File: config.mk
export PLATFORM = sky130hd
export DESIGN_NAME = riscv_wb_scheduler
export DESIGN_NICKNAME = d
export VERILOG_FILES = /design/src/rtl/riscv_wb_scheduler.sv
export SDC_FILE = /design/constraint.sdc
export NUM_CORES = 1
export LEC_CHECK = 0
export ABC_AREA = 1
export BUFFER_PORTS_ARGS = -buffer_cell sky130_fd_sc_hd__buf_2
export CORE_MARGIN = 8
export CORE_UTILIZATION = 50
export CTS_BUF_LIST = sky130_fd_sc_hd__clkbuf_8
export CTS_CLUSTER_DIAMETER = 40
export DETAILED_ROUTE_END_ITERATION = 6
export HOLD_SLACK_MARGIN = 0.02
export PLACE_DENSITY = 0.91
export SLEW_MARGIN = 20
export SYNTH_ARGS = -nofsm -noshare
export SYNTH_HDL_FRONTEND = slang
export SYNTH_SLANG_ARGS = --single-unit
File: constraint.sdc
create_clock -name clk -period 1.5 [get_ports clk]
set_clock_uncertainty 0.2 [all_clocks]
set_input_delay 0.075 -clock clk [delete_from_list [all_inputs] [get_ports clk]]
set_output_delay 0.075 -clock clk [all_outputs]
set_load 0.01 [all_outputs]
File: src/rtl/riscv_wb_scheduler.sv
// Writeback scheduler in front of the integer register file. Port A carries EX results.
// Port B carries load/long-latency results, and a per-register scoreboard tracks pending destinations.
module riscv_wb_scheduler #(
    parameter int ADDR_WIDTH = 5,
    parameter int DATA_WIDTH = 32
) (
    input  logic                  clk,
    input  logic                  rst_n,
    input  logic                  ex_valid_i,
    input  logic [ADDR_WIDTH-1:0] ex_waddr_i,
    input  logic [DATA_WIDTH-1:0] ex_wdata_i,
    input  logic                  lsu_rvalid_i,
    input  logic [ADDR_WIDTH-1:0] lsu_waddr_i,
    input  logic [DATA_WIDTH-1:0] lsu_rdata_i,
    input  logic                  ll_valid_i,
    output logic                  ll_ready_o,
    input  logic [ADDR_WIDTH-1:0] ll_waddr_i,
    input  logic [DATA_WIDTH-1:0] ll_wdata_i,
    input  logic                  issue_valid_i,
    input  logic [ADDR_WIDTH-1:0] issue_waddr_i,
    input  logic [ADDR_WIDTH-1:0] raddr_a_i,
    input  logic [ADDR_WIDTH-1:0] raddr_b_i,
    input  logic [ADDR_WIDTH-1:0] raddr_c_i,
    output logic                  busy_a_o,
    output logic                  busy_b_o,
    output logic                  busy_c_o,
    output logic                  we_a_o,
    output logic [ADDR_WIDTH-1:0] waddr_a_o,
    output logic [DATA_WIDTH-1:0] wdata_a_o,
    output logic                  we_b_o,
    output logic [ADDR_WIDTH-1:0] waddr_b_o,
    output logic [DATA_WIDTH-1:0] wdata_b_o
);
    localparam int NUM_REGS = 2 ** ADDR_WIDTH;

    logic                  a_we_next;
    logic                  b_take;
    logic                  b_we_next;
    logic [ADDR_WIDTH-1:0] b_addr_next;
    logic [DATA_WIDTH-1:0] b_data_next;
    logic [NUM_REGS-1:0]   sb_q;
    logic [NUM_REGS-1:0]   sb_set;
    logic [NUM_REGS-1:0]   sb_clr;

    // Handshakes: EX and LSU are valid-only and always consumed. LL transfers on an edge
    // where ll_valid_i & ll_ready_o, and the LSU owns port B whenever it is valid.
    assign ll_ready_o = ~lsu_rvalid_i;

    assign a_we_next = ex_valid_i & (ex_waddr_i != '0);

    always_comb begin
        b_take      = lsu_rvalid_i | ll_valid_i;
        b_addr_next = lsu_rvalid_i ? lsu_waddr_i : ll_waddr_i;
        b_data_next = lsu_rvalid_i ? lsu_rdata_i : ll_wdata_i;
        b_we_next   = b_take & (b_addr_next != '0);
    end

    // Port A: address/data move only on a real write so the RF sees stable values otherwise.
    always_ff @(posedge clk or negedge rst_n) begin
        if (!rst_n) begin
            we_a_o    <= 1'b0;
            waddr_a_o <= '0;
            wdata_a_o <= '0;
        end else begin
            we_a_o <= a_we_next;
            if (a_we_next) begin
                waddr_a_o <= ex_waddr_i;
                wdata_a_o <= ex_wdata_i;
            end
        end
    end

    always_ff @(posedge clk or negedge rst_n) begin
        if (!rst_n) begin
            we_b_o    <= 1'b0;
            waddr_b_o <= '0;
            wdata_b_o <= '0;
        end else begin
            we_b_o <= b_we_next;
            if (b_we_next) begin
                waddr_b_o <= b_addr_next;
                wdata_b_o <= b_data_next;
            end
        end
    end

    // Clear tracks the registered port B write, i.e. the edge the RF commits it; set wins.
    always_comb begin
        sb_set = '0;
        sb_clr = '0;
        if (issue_valid_i) sb_set[issue_waddr_i] = 1'b1;
        if (we_b_o)        sb_clr[waddr_b_o]     = 1'b1;
        sb_set[0] = 1'b0;
        sb_clr[0] = 1'b0;
    end

    always_ff @(posedge clk or negedge rst_n) begin
        if (!rst_n) sb_q <= '0;
        else        sb_q <= (sb_q & ~sb_clr) | sb_set;
    end

    assign busy_a_o = sb_q[raddr_a_i];
    assign busy_b_o = sb_q[raddr_b_i];
    assign busy_c_o = sb_q[raddr_c_i];

endmodule
---- After elaboration in Yosys (flattened, before gate mapping) ----
Index checks and enable logic that the tools add are counted.
storage, ports and cells
  register bits after elaboration ......... 108
  input bits .............................. 137
  output and inout bits ................... 80
  word-level logic and storage cells ...... 39
operators by class
  $lt $le $gt $ge ......................... 7
  multiplexer cells ....................... 14
  bitwise logic cells ..................... 7
  reductions and logical operators ........ 4
operator list
  operator              count
  $mux W32              3
  $and A32 B32 Y32      1
  $not A32 Y32          1
  $or A32 B32 Y32       1
  $lt A5 B6 Y1 const B  5
  $bmux W1 S5           3
  $demux W1 S5          2
  $ge A5 B1 Y1 const B  2
  $reduce_bool A5 Y1    2
  $mux W1               5
  $mux W5               1
  $and A1 B1 Y1         2
  $logic_and A1 B1 Y1   2
  $not A1 Y1            1
  $or A1 B1 Y1          1

---- Depth between registers and ports, before layout ----
Gate-level depths: netlist (run 1).
  depth in word-level cells ............... 8
  depth in mapped cells ................... 11

---- Worst setup path after synthesis (run 1) ----
Ideal clock, no wire load.
  kind .................................... input -> register
  from .................................... in lsu_rvalid_i
  to ...................................... reg wdata_b_o[0]
  setup time .............................. 0.127 ns
  arrival time ............................ 0.943 ns
  required time ........................... 1.173 ns
  setup slack ............................. 0.230 ns
  cell stages on the path ................. 6
  cells stage by stage .................... or2_2 o21ai_1 nand3_1 o21ai_2 buf_2 o21ai_0
on the way
  longest elaborated chain between the ends .. 3
ends and longest elaborated chain
  element               RTL line  source
  start, declared       12        input logic lsu_rvalid_i,
  $mux W5               53        b_addr_next = lsu_rvalid_i ? lsu_waddr_i : ll_waddr_i;
  $reduce_bool A5 Y1    55        b_we_next = b_take & (b_addr_next != '0);
  $and A1 B1 Y1         55
  end signal, assigned  82        wdata_b_o <= b_data_next;
  end, declared         32        output logic [DATA_WIDTH-1:0] wdata_b_o
Parallel ways exist; a longest one is shown, timed or not.
A chain may end at the register's enable or synchronous reset.

---- Worst setup path after layout (run 1) ----
  from .................................... reg waddr_b_o[3]
  to ...................................... reg sb_q[20]
on the way
  longest elaborated chain between the ends .. 8
ends and longest elaborated chain
  element                                                                    RTL line  source
  start, declared                                                            31        output logic [ADDR_WIDTH-1:0] waddr_b_o,
  start signal, assigned                                                     81        waddr_b_o <= b_addr_next;
  $lt A5 B6 Y1 (not written as such) / $ge A5 B1 Y1 (equally long branches)  92        if (we_b_o) sb_clr[waddr_b_o] = 1'b1;
  $logic_and A1 B1 Y1 (not written as such)                                  92
  $mux W1 (not written as such)                                              92
  $demux W1 S5 *                                                             92
  $mux W32 *                                                                 92
  $not A32 Y32 *                                                             99        else sb_q <= (sb_q & ~sb_clr) | sb_set;
  $and A32 B32 Y32 *                                                         99
  $or A32 B32 Y32 *                                                          99
  end signal, assigned                                                       99
  end, declared                                                              41        logic [NUM_REGS-1:0] sb_q;
Mark *: on every way between the ends. The rest lies on a longest branch, timed or not.

==> flow_summary.yaml, run 1 <==
critical_path:
  max_stage_delay_ns: 0.54
  crit_chain: "inv_1, nand3_1, o21ai_0, o21ai_0"
  cp.arrival_ns: 2.13
  worstSetupPathType: "register to register"
  cp_max_fo: 7
  cp-start-kind: "register"
  crit_slowest_cell: "dfrtp_2"
  end_kind: "register"
  critPathRequiredTime_ns: 1.51
  cpMostUsedCell: "o21ai_0"
placed_design:
  dp_hpwl_um: 13500
  numPortBuffers: 216
  place.gp.congestion: 0.930
  place_ws_ns: -0.117
synth:
  synth_warnings: 0
  syn_area_um2: 5390
  async_flop_share_pct: 100
  yosysUniqueCellTypes: 16
  synth_edf_count: 0
  synth-main-ff-cell: "dfrtp_1"
  synth_area_leaders: "dfrtp_1, nand2_1, nand3_1"
  synth_top_area_share_pct: 49.7
  synth_top_area_cell: "dfrtp_1"
  yosysMostFrequentCell: "nand2_1"
  synth_seq_area_share_pct: 49.7
  ys_top_cells_by_count: "nand2_1, dfrtp_1, nand3_1"
  ys_ff_latch: 107
  syn-num-nets: 834
  syn_inst: 697
  synth_area_per_cell_um2: 7.73
timing:
  final-hold-violation-count: 1
  fin_hold_ws_ns: -0.0158
  finalSetupTns_ns: -7.05
  slew_viol_final: 0
  min_period_over_period_pct: 142
  fmax_mhz: 471
  setup_viol: 56
  layout_setup_ws_ns: -0.624
  period_needed_ns: 2.12
  tightest_slew_ns: 0.511
  rsz0062_at_grt: "yes"
  relSlewSlack_pct: 65.6
pwr:
  peakVddDrop_uv: 611
  power_density_nw_per_um2: 1100
  cellLeakagePower_uw: 0.00454
  power_uw: 9620
floorplanning:
  rows: 38
  core-area_um2: 10700
  die_area_um2: 14400
  die_x_um: 120
  start_util_pct: 50.4
  die_h_um: 120
  ios: 217
routing:
  routed_via_density: 6.84
  drtIter0Drc: 1860
  vias: 8295
  drtAntennaViolNets: 0
  routed_wl_um: 34300
  drt_pass1_iterations: 7
  drc: 184
  wire_per_inst_um: 28.3
status:
  status: "complete, but fails checks"
  violations: "design-rule violations, negative hold slack, negative setup slack"
global_routing:
  first_global_vias: 7265
  antenna_found_initial: 9
  grt_max_degree: 63
  overflow: 0
  grt_use_total_pct: 35.0
  grt_pass1_wl_um: 39600
cts:
  cts_sinks: 107
  cts_tree: "yes"
  clock_latency_ns: 0.39
  cts_made_buffers: 9
  cts-root-buf: "clkbuf_8"
  clk_path_buf_depth: 2
  path_clk_slew_ns: 0.13
  htree_levels: 3
finish:
  n_fill_cell: 500
  area_growth_pct: 62.8
  nNetsFinal: 1198
  final_util_pct: 82.0
  drive_gt1_share_pct: 32.7
min_path:
  holdCritPathClass: "primary input to register"
flow_run:
  max-cap-violations: 0
==> stage by stage <==
stage,cells,cell area (µm²)
after floorplan,697,5390
after global placement,1048,6780
after detailed placement,1048,6780
after CTS,1192,8280
after global routing,1211,8770
final,1213,8770
==> where the power goes <==
part / leakage, µW / total (µW) / switching [µW] / internal [µW]
clock: 0.0000974 / 1940 / 1250 / 693
combinational: 0.00319 / 3420 / 2050 / 1370
sequential: 0.00126 / 4260 / 788 / 3470
==> per-layer routing <==
metal / vias to the layer above / track usage, % / routed length (µm)
li1: 3018 / - / -
met4: 6 / 23.0 / 4060
met2: 1184 / 56.1 / 14000
met1: 3625 / 39.7 / 10200
met3: 462 / 11.2 / 6050
met5: - / 0 / 37
==> flip-flops by register name, indices dropped and copies added (netlist names) <==
| signal | flops |
|---|---|
| we_b_o | 1 |
| waddr_b_o | 5 |
| wdata_b_o | 32 |
| waddr_a_o | 5 |
| we_a_o | 1 |
| wdata_a_o | 32 |
| sb_q | 31 |
==> path summary, 6_finish.rpt <==
kind / from / endpoint / slack, ns / cells after the start
worst max-delay path: waddr_b_o[3] / sb_q[20] / -0.62 / 4
worst min-delay path: lsu_rvalid_i / wdata_b_o[12] / -0.02 / 3
worst max register to register: waddr_b_o[3] / sb_q[20] / -0.62 / 4
worst min register to register: wdata_a_o[24] / wdata_a_o[24] / 0.29 / 2
max in group asynchronous: rst_n / wdata_a_o[16] / 0.34 / 3
min in group asynchronous: rst_n / wdata_a_o[18] / 0 / 3
==> critical path: cells and delay by family (launching register included) <==
family	cells	cell delay (ns)
AOI/OAI and AO/OA	2	0.75
DFF	1	0.54
and+or+nand+nor	1	0.25
buffers and inverters	1	0.19
==> area by class of cell <==
cell class                      count  area, µm²  share of cell area, %
Antenna cell                        7       17.5                  0.200
Multi-Input combinational cell    526       2710                   30.9
Clock buffer                       10        138                   1.57
Tap cell                          140        175                   2.00
Sequential cell                   107       2690                   30.6
Inverter                           36        138                   1.57
Timing Repair Buffer              381       2850                   32.5
Clock inverter                      6       56.3                  0.642
==> logic make-up after synthesis <==
| group | synth area share [%] |
|---|---|
| and+or+nand+nor | 29.8 |
| muxes | 5.94 |
| DFF | 49.7 |
| buffers and inverters | 5.32 |
| AOI/OAI and AO/OA | 9.26 |
==> layout by cell type, fill, tap and decap left out, types with 2 or more instances in the layout <==
| cell | n |
|---|---|
| dlymetal6s4s_1 | 3 |
| buf_4 | 31 |
| mux2i_1 | 31 |
| nand2_1 | 279 |
| clkbuf_8 | 10 |
| nand2_2 | 8 |
| diode_2 | 7 |
| dlygate4sd3_1 | 115 |
| o21ai_2 | 10 |
| nand3_4 | 4 |
| o21ai_1 | 16 |
| nand3_1 | 78 |
| inv_1 | 24 |
| o21ai_4 | 4 |
| clkbuf_16 | 5 |
| dfrtp_2 | 7 |
| nand3_2 | 19 |
| o21ai_0 | 71 |
| inv_2 | 11 |
| buf_2 | 212 |
| inv_8 | 2 |
| dfrtp_1 | 100 |
| inv_6 | 2 |
| buf_6 | 6 |
| buf_12 | 8 |
==> timing repair <==
action / CTS / global route
hold endpoints to repair: 214 / 2
gates cloned: 0 / 9
setup endpoints to repair: 3 / 82
resized for setup: 13 / 95
hold buffers: 125 / 2
setup buffers: 3 / 16
pin swaps: 21 / 16
Note: power is estimated with default switching activity, not from simulation.
==> inputs of run 2 (changes only) <==
PLACE_DENSITY = 0.82   (was 0.91)
clock period = 2.47 ns   (was 1.5 ns; I/O delays follow)
==> run 2 against run 1 <==
The run now ends clean. Non-clock buffer count shrank 33. Worst setup slack gained 0.76 ns. Register-to-register slack gained 1.3 ns. Largest power group unchanged. Highest routed layer is now met4.
==> flow_summary.yaml, run 2 (synthesis gave the netlist of run 1 again) <==
finish:
  final_util_pct: 75.2
  final_common_cell: "nand2_1"
  nNetsFinal: 1163
  drive_gt1_share_pct: 23.5
  mostFrequentLayoutCells: "nand2_1, buf_2, dlygate4sd3_1"
  area_growth_pct: 49.2
  n_fill_cell: 659
  largestRegisters: "wdata_a_o x32, wdata_b_o x32, sb_q x31"
  final_cells: 1172
timing:
  finalSetupTns_ns: 0
  min_period_over_period_pct: 94.4
  relSlewSlack_pct: 62.4
  tightest_slew_ns: 0.561
  rsz0062_at_grt: "no"
  final-hold-violation-count: 0
  slew_viol_final: 0
  setup_viol: 0
  fmax_mhz: 429
  period_needed_ns: 2.33
global_routing:
  grt_use_total_pct: 32.2
  grt_pass1_wl_um: 37000
  grt_max_degree: 50
  first_global_vias: 7044
  antenna_found_initial: 1
  overflow: 0
routing:
  routed_wl_um: 24900
  routed_via_density: 5.91
  drt_pass1_iterations: 6
  drtAntennaViolNets: 0
  drtIter0Drc: 792
  wire_per_inst_um: 21.2
  vias: 6927
  drc: 0
floorplanning:
  rows: 38
  die_x_um: 120
  die_h_um: 120
  core-area_um2: 10700
  die_area_um2: 14400
  ios: 217
  start_util_pct: 50.4
placed_design:
  dp_hpwl_um: 13300
  place.gp.congestion: 0.910
  placedCellCount: 1029
  numPortBuffers: 216
min_path:
  holdCritPathClass: "primary input to register"
  min_path_cells: 4
cts:
  clk_path_buf_depth: 2
  post_cts_buffers: 0
  cts-root-buf: "clkbuf_8"
  path_clk_slew_ns: 0.11
  cts_tree: "yes"
  cts_sinks: 107
  clock_latency_ns: 0.38
  cts_made_buffers: 9
  htree_levels: 3
  cts_resized: 0
critical_path:
  crit_slowest_cell: "dlygate4sd3_1"
  cp_max_fo: 28
  max_stage_delay_ns: 0.55
  critPathRequiredTime_ns: 2.55
  cpMostUsedCell: "nand2_1"
  end_kind: "register"
  cp-start-kind: "primary input"
  crit_chain: "dlygate4sd3_1, buf_2, nand2_1, nand2_1, nor2_1, nand3_1, o21ai_4, buf_16, buf_12, nand2_1, o21ai_0"
  rr_worst_depth: 4
  cp.arrival_ns: 2.41
  worstSetupPathType: "primary input to register"
pwr:
  power_density_nw_per_um2: 641
  cellLeakagePower_uw: 0.00422
  peakVddDrop_uv: 327
status:
  status: "completed"
flow_run:
  max-cap-violations: 0
==> run 2: area by class of cell <==
type | instances | area (µm²) | area share [%]
Timing Repair Buffer | 348 | 2430 | 30.2
Multi-Input combinational cell | 524 | 2430 | 30.2
Sequential cell | 107 | 2680 | 33.3
Tap cell | 140 | 175 | 2.18
Clock inverter | 6 | 50.0 | 0.622
Antenna cell | 1 | 2.50 | 0.0311
Clock buffer | 10 | 138 | 1.71
Inverter | 36 | 135 | 1.68
==> run 2: path summary, 6_finish.rpt <==
kind	to	startpoint	slack, ns
min reg2reg	waddr_a_o[0]	waddr_a_o[0]	0.29
max	wdata_b_o[5]	ll_waddr_i[0]	0.14
min in group asynchronous	wdata_a_o[17]	rst_n	0.07
max in group asynchronous	wdata_a_o[29]	rst_n	1.30
min	wdata_b_o[19]	ll_valid_i	0.03
max reg2reg	sb_q[18]	waddr_b_o[0]	0.72
==> run 2: what timing repair did <==
| action | 4_1_cts | 5_1_grt |
|---|---|---|
| hold buffers | 125 | 0 |
| hold endpoints to repair | 211 | 0 |
| setup endpoints to repair | 0 | 0 |
==> run 2: metrics by stage <==
step | area, µm² | power [µW] | hold WS, ns | setup slack (ns)
2_1_floorplan | 5390 | 3150 | -0.372 | 1.12
3_3_place_gp | 6570 | 3700 | -0.0780 | 0.489
3_5_place_dp | 6570 | 3750 | -0.0778 | 0.419
4_1_cts | 8010 | 4920 | 0.0437 | 0.511
5_1_grt | 8040 | 5380 | 0.0435 | 0.163
6_report | 8040 | 5150 | 0.0259 | 0.138
==> run 2: where the power goes <==
group / internal [µW] / total, µW / switching (µW)
clock network: 409 / 1070 / 662
logic: 672 / 1600 / 927
registers: 2110 / 2480 / 379
total: 3190 / 5150 / 1970
==> run 2: worst max-delay path: cells and delay by family <==
family | cells | cell delay [ns]
and+or+nand+nor | 5 | 0.76
buffers and inverters | 4 | 1.09
AOI/OAI and AO/OA | 2 | 0.42
==> run 2: routing by layer <==
layer | share of wire [%] | vias up | global-route usage, %
met5 | 0 | - | 0
met4 | 7.6 | 0 | 20.7
met3 | 12 | 177 | 9.21
met2 | 47 | 638 | 53.1
met1 | 33 | 3174 | 36.0
li1 | - | 2938 | -
==> inputs of run 3 (changes only) <==
TNS_END_PERCENT = 30   (was unset)
clock period = 2.2 ns   (was 2.47 ns; I/O delays follow)
==> run 3 against run 2 <==
The flow now finishes with violations (design-rule violations, negative setup slack). Non-clock buffer count rose by 13. Power rose by 14%. Worst setup slack got worse by 0.25 ns. Cell count rose by 1.3%. Hold slack improved by 0.016 ns. Sequential cell count did not move. Count of clock-buffer cells in the layout did not move. Final area rose by 2.1%. Sequential power rose by 13%. Via count rose by 3.5%. Combinational power rose by 17%. Sequential share of layout area fell by 0.68 points. Critical path type unchanged. Largest cell class unchanged.
==> flow_summary.yaml, run 3 (synthesis gave the netlist of run 1 again) <==
timing:
  min_period_over_period_pct: 105
  fmax_mhz: 433
  layout_setup_ws_ns: -0.112
  tightest_slew_ns: 0.500
  fin_hold_ws_ns: 0.0421
  rsz0062_at_grt: "yes"
  slew_viol_final: 0
  final-hold-violation-count: 0
  relSlewSlack_pct: 66.6
  setup_viol: 1
  period_needed_ns: 2.31
critical_path:
  cp.arrival_ns: 2.43
  cp-start-kind: "primary input"
  cp_max_fo: 6
  critPathRequiredTime_ns: 2.31
  worstSetupPathType: "primary input to register"
  worstReg2RegStart: "waddr_b_o[1]"
  timing.critical_path.from: "lsu_waddr_i[0]"
  end_kind: "register"
finish:
  area_growth_pct: 52.4
  largestRegisters: "wdata_a_o x32, wdata_b_o x32, sb_q x31"
  mostFrequentLayoutCells: "nand2_1, buf_2, dlygate4sd3_1"
  nNetsFinal: 1178
  design_area_um2: 8210
  final_cells: 1187
  final_util_pct: 76.7
  final_common_cell: "nand2_1"
  drive_gt1_share_pct: 24.4
flow_run:
  max-cap-violations: 0
status:
  violations: "design-rule violations, negative setup slack"
  status: "complete, but fails checks"
cts:
  clock_latency_ns: 0.37
  path_clk_slew_ns: 0.12
  clk_path_buf_depth: 2
  cts_made_buffers: 9
  htree_levels: 3
  cts_sinks: 107
  cts-root-buf: "clkbuf_8"
  cts_tree: "yes"
floorplanning:
  die_area_um2: 14400
  die_x_um: 120
  core-area_um2: 10700
  ios: 217
  die_h_um: 120
  start_util_pct: 50.4
  rows: 38
pwr:
  cellLeakagePower_uw: 0.00428
  power_uw: 5890
  power_density_nw_per_um2: 717
  peakVddDrop_uv: 360
global_routing:
  grt_max_degree: 49
  grt_pass1_wl_um: 39200
  overflow: 0
  first_global_vias: 7223
  grt_use_total_pct: 34.5
  antenna_found_initial: 1
routing:
  drt_pass1_iterations: 7
  drtAntennaViolNets: 0
  routed_via_density: 6.04
  drc: 2
  drtIter0Drc: 1139
  wire_per_inst_um: 22.4
  routed_wl_um: 26600
  vias: 7167
placed_design:
  place.gp.congestion: 0.886
  placedCellCount: 1031
  numPortBuffers: 216
  place_area_um2: 6590
  dp_hpwl_um: 13200
min_path:
  holdCritPathClass: "primary input to async pin"
==> run 3: cell types whose count changed in the layout (fill, tap and decap cells not counted), sizes merged <==
| cell | previous run | this run |
|---|---|---|
| dlygate4sd3 | 125 | 134 |
| buf | 223 | 226 |
| clkinv | 4 | 2 |
| clkinvlp | 0 | 2 |
| o21ai | 99 | 101 |
| dlymetal6s4s | 0 | 1 |
==> run 3: timing repair <==
action / CTS / global route
gates resized for setup: 0 / 13
setup buffers: 0 / 2
endpoints found under the hold margin: 214 / 0
endpoints found under the setup margin: 0 / 19
hold buffers: 138 / 0
==> run 3: critical path, cell delays in order <==
cell	delay, ns
dlygate4sd3_1	0.54
buf_2	0.13
nand2_1	0.08
nand2_1	0.09
nor2_2	0.19
nand3_4	0.14
o21ai_4	0.15
nand2_1	0.22
o21ai_2	0.15
dlygate4sd3_1	0.62
==> run 3: per-stage QoR <==
stage,setup slack (ns),setup TNS (ns)
after floorplan,0.878,0
after global placement,0.463,0
after detailed placement,0.381,0
after CTS,0.179,0
after global routing,-0.114,-0.239
final,-0.112,-0.112
==> run 3: routing by layer <==
| metal | wire (µm) | global-route usage, % |
|---|---|---|
| met1 | 8830 | 39.0 |
| met2 | 12000 | 55.6 |
| met3 | 3430 | 10.3 |
| met4 | 2280 | 23.2 |
| met5 | 13 | 0 |
==> run 3: report_power, final <==
group | leakage, µW | switching, µW | internal, µW
clock | 0.0000962 | 743 | 457
combinational | 0.00292 | 1100 | 783
sequential | 0.00126 | 447 | 2360
total | 0.00428 | 2290 | 3600
==> run 3: worst paths after layout <==
kind	depth (start not counted)	endpoint	slack, ns
max in group asynchronous	3	sb_q[29]	1.05
max	10	wdata_b_o[1]	-0.11
max reg2reg	4	sb_q[4]	0.35
min reg2reg	2	waddr_a_o[3]	0.29
min	2	wdata_a_o[17]	0.04
min in group clk	4	wdata_b_o[6]	0.11
==> run 3: area by class of cell <==
type	count	area [µm²]
clock inverter	6	48.8
fill	615	2490
inverter	36	139
clock buffer	10	138
tap	140	175
multi-input combinational	526	2490
antenna	1	2.50
sequential	107	2680
timing repair buffer	361	2540
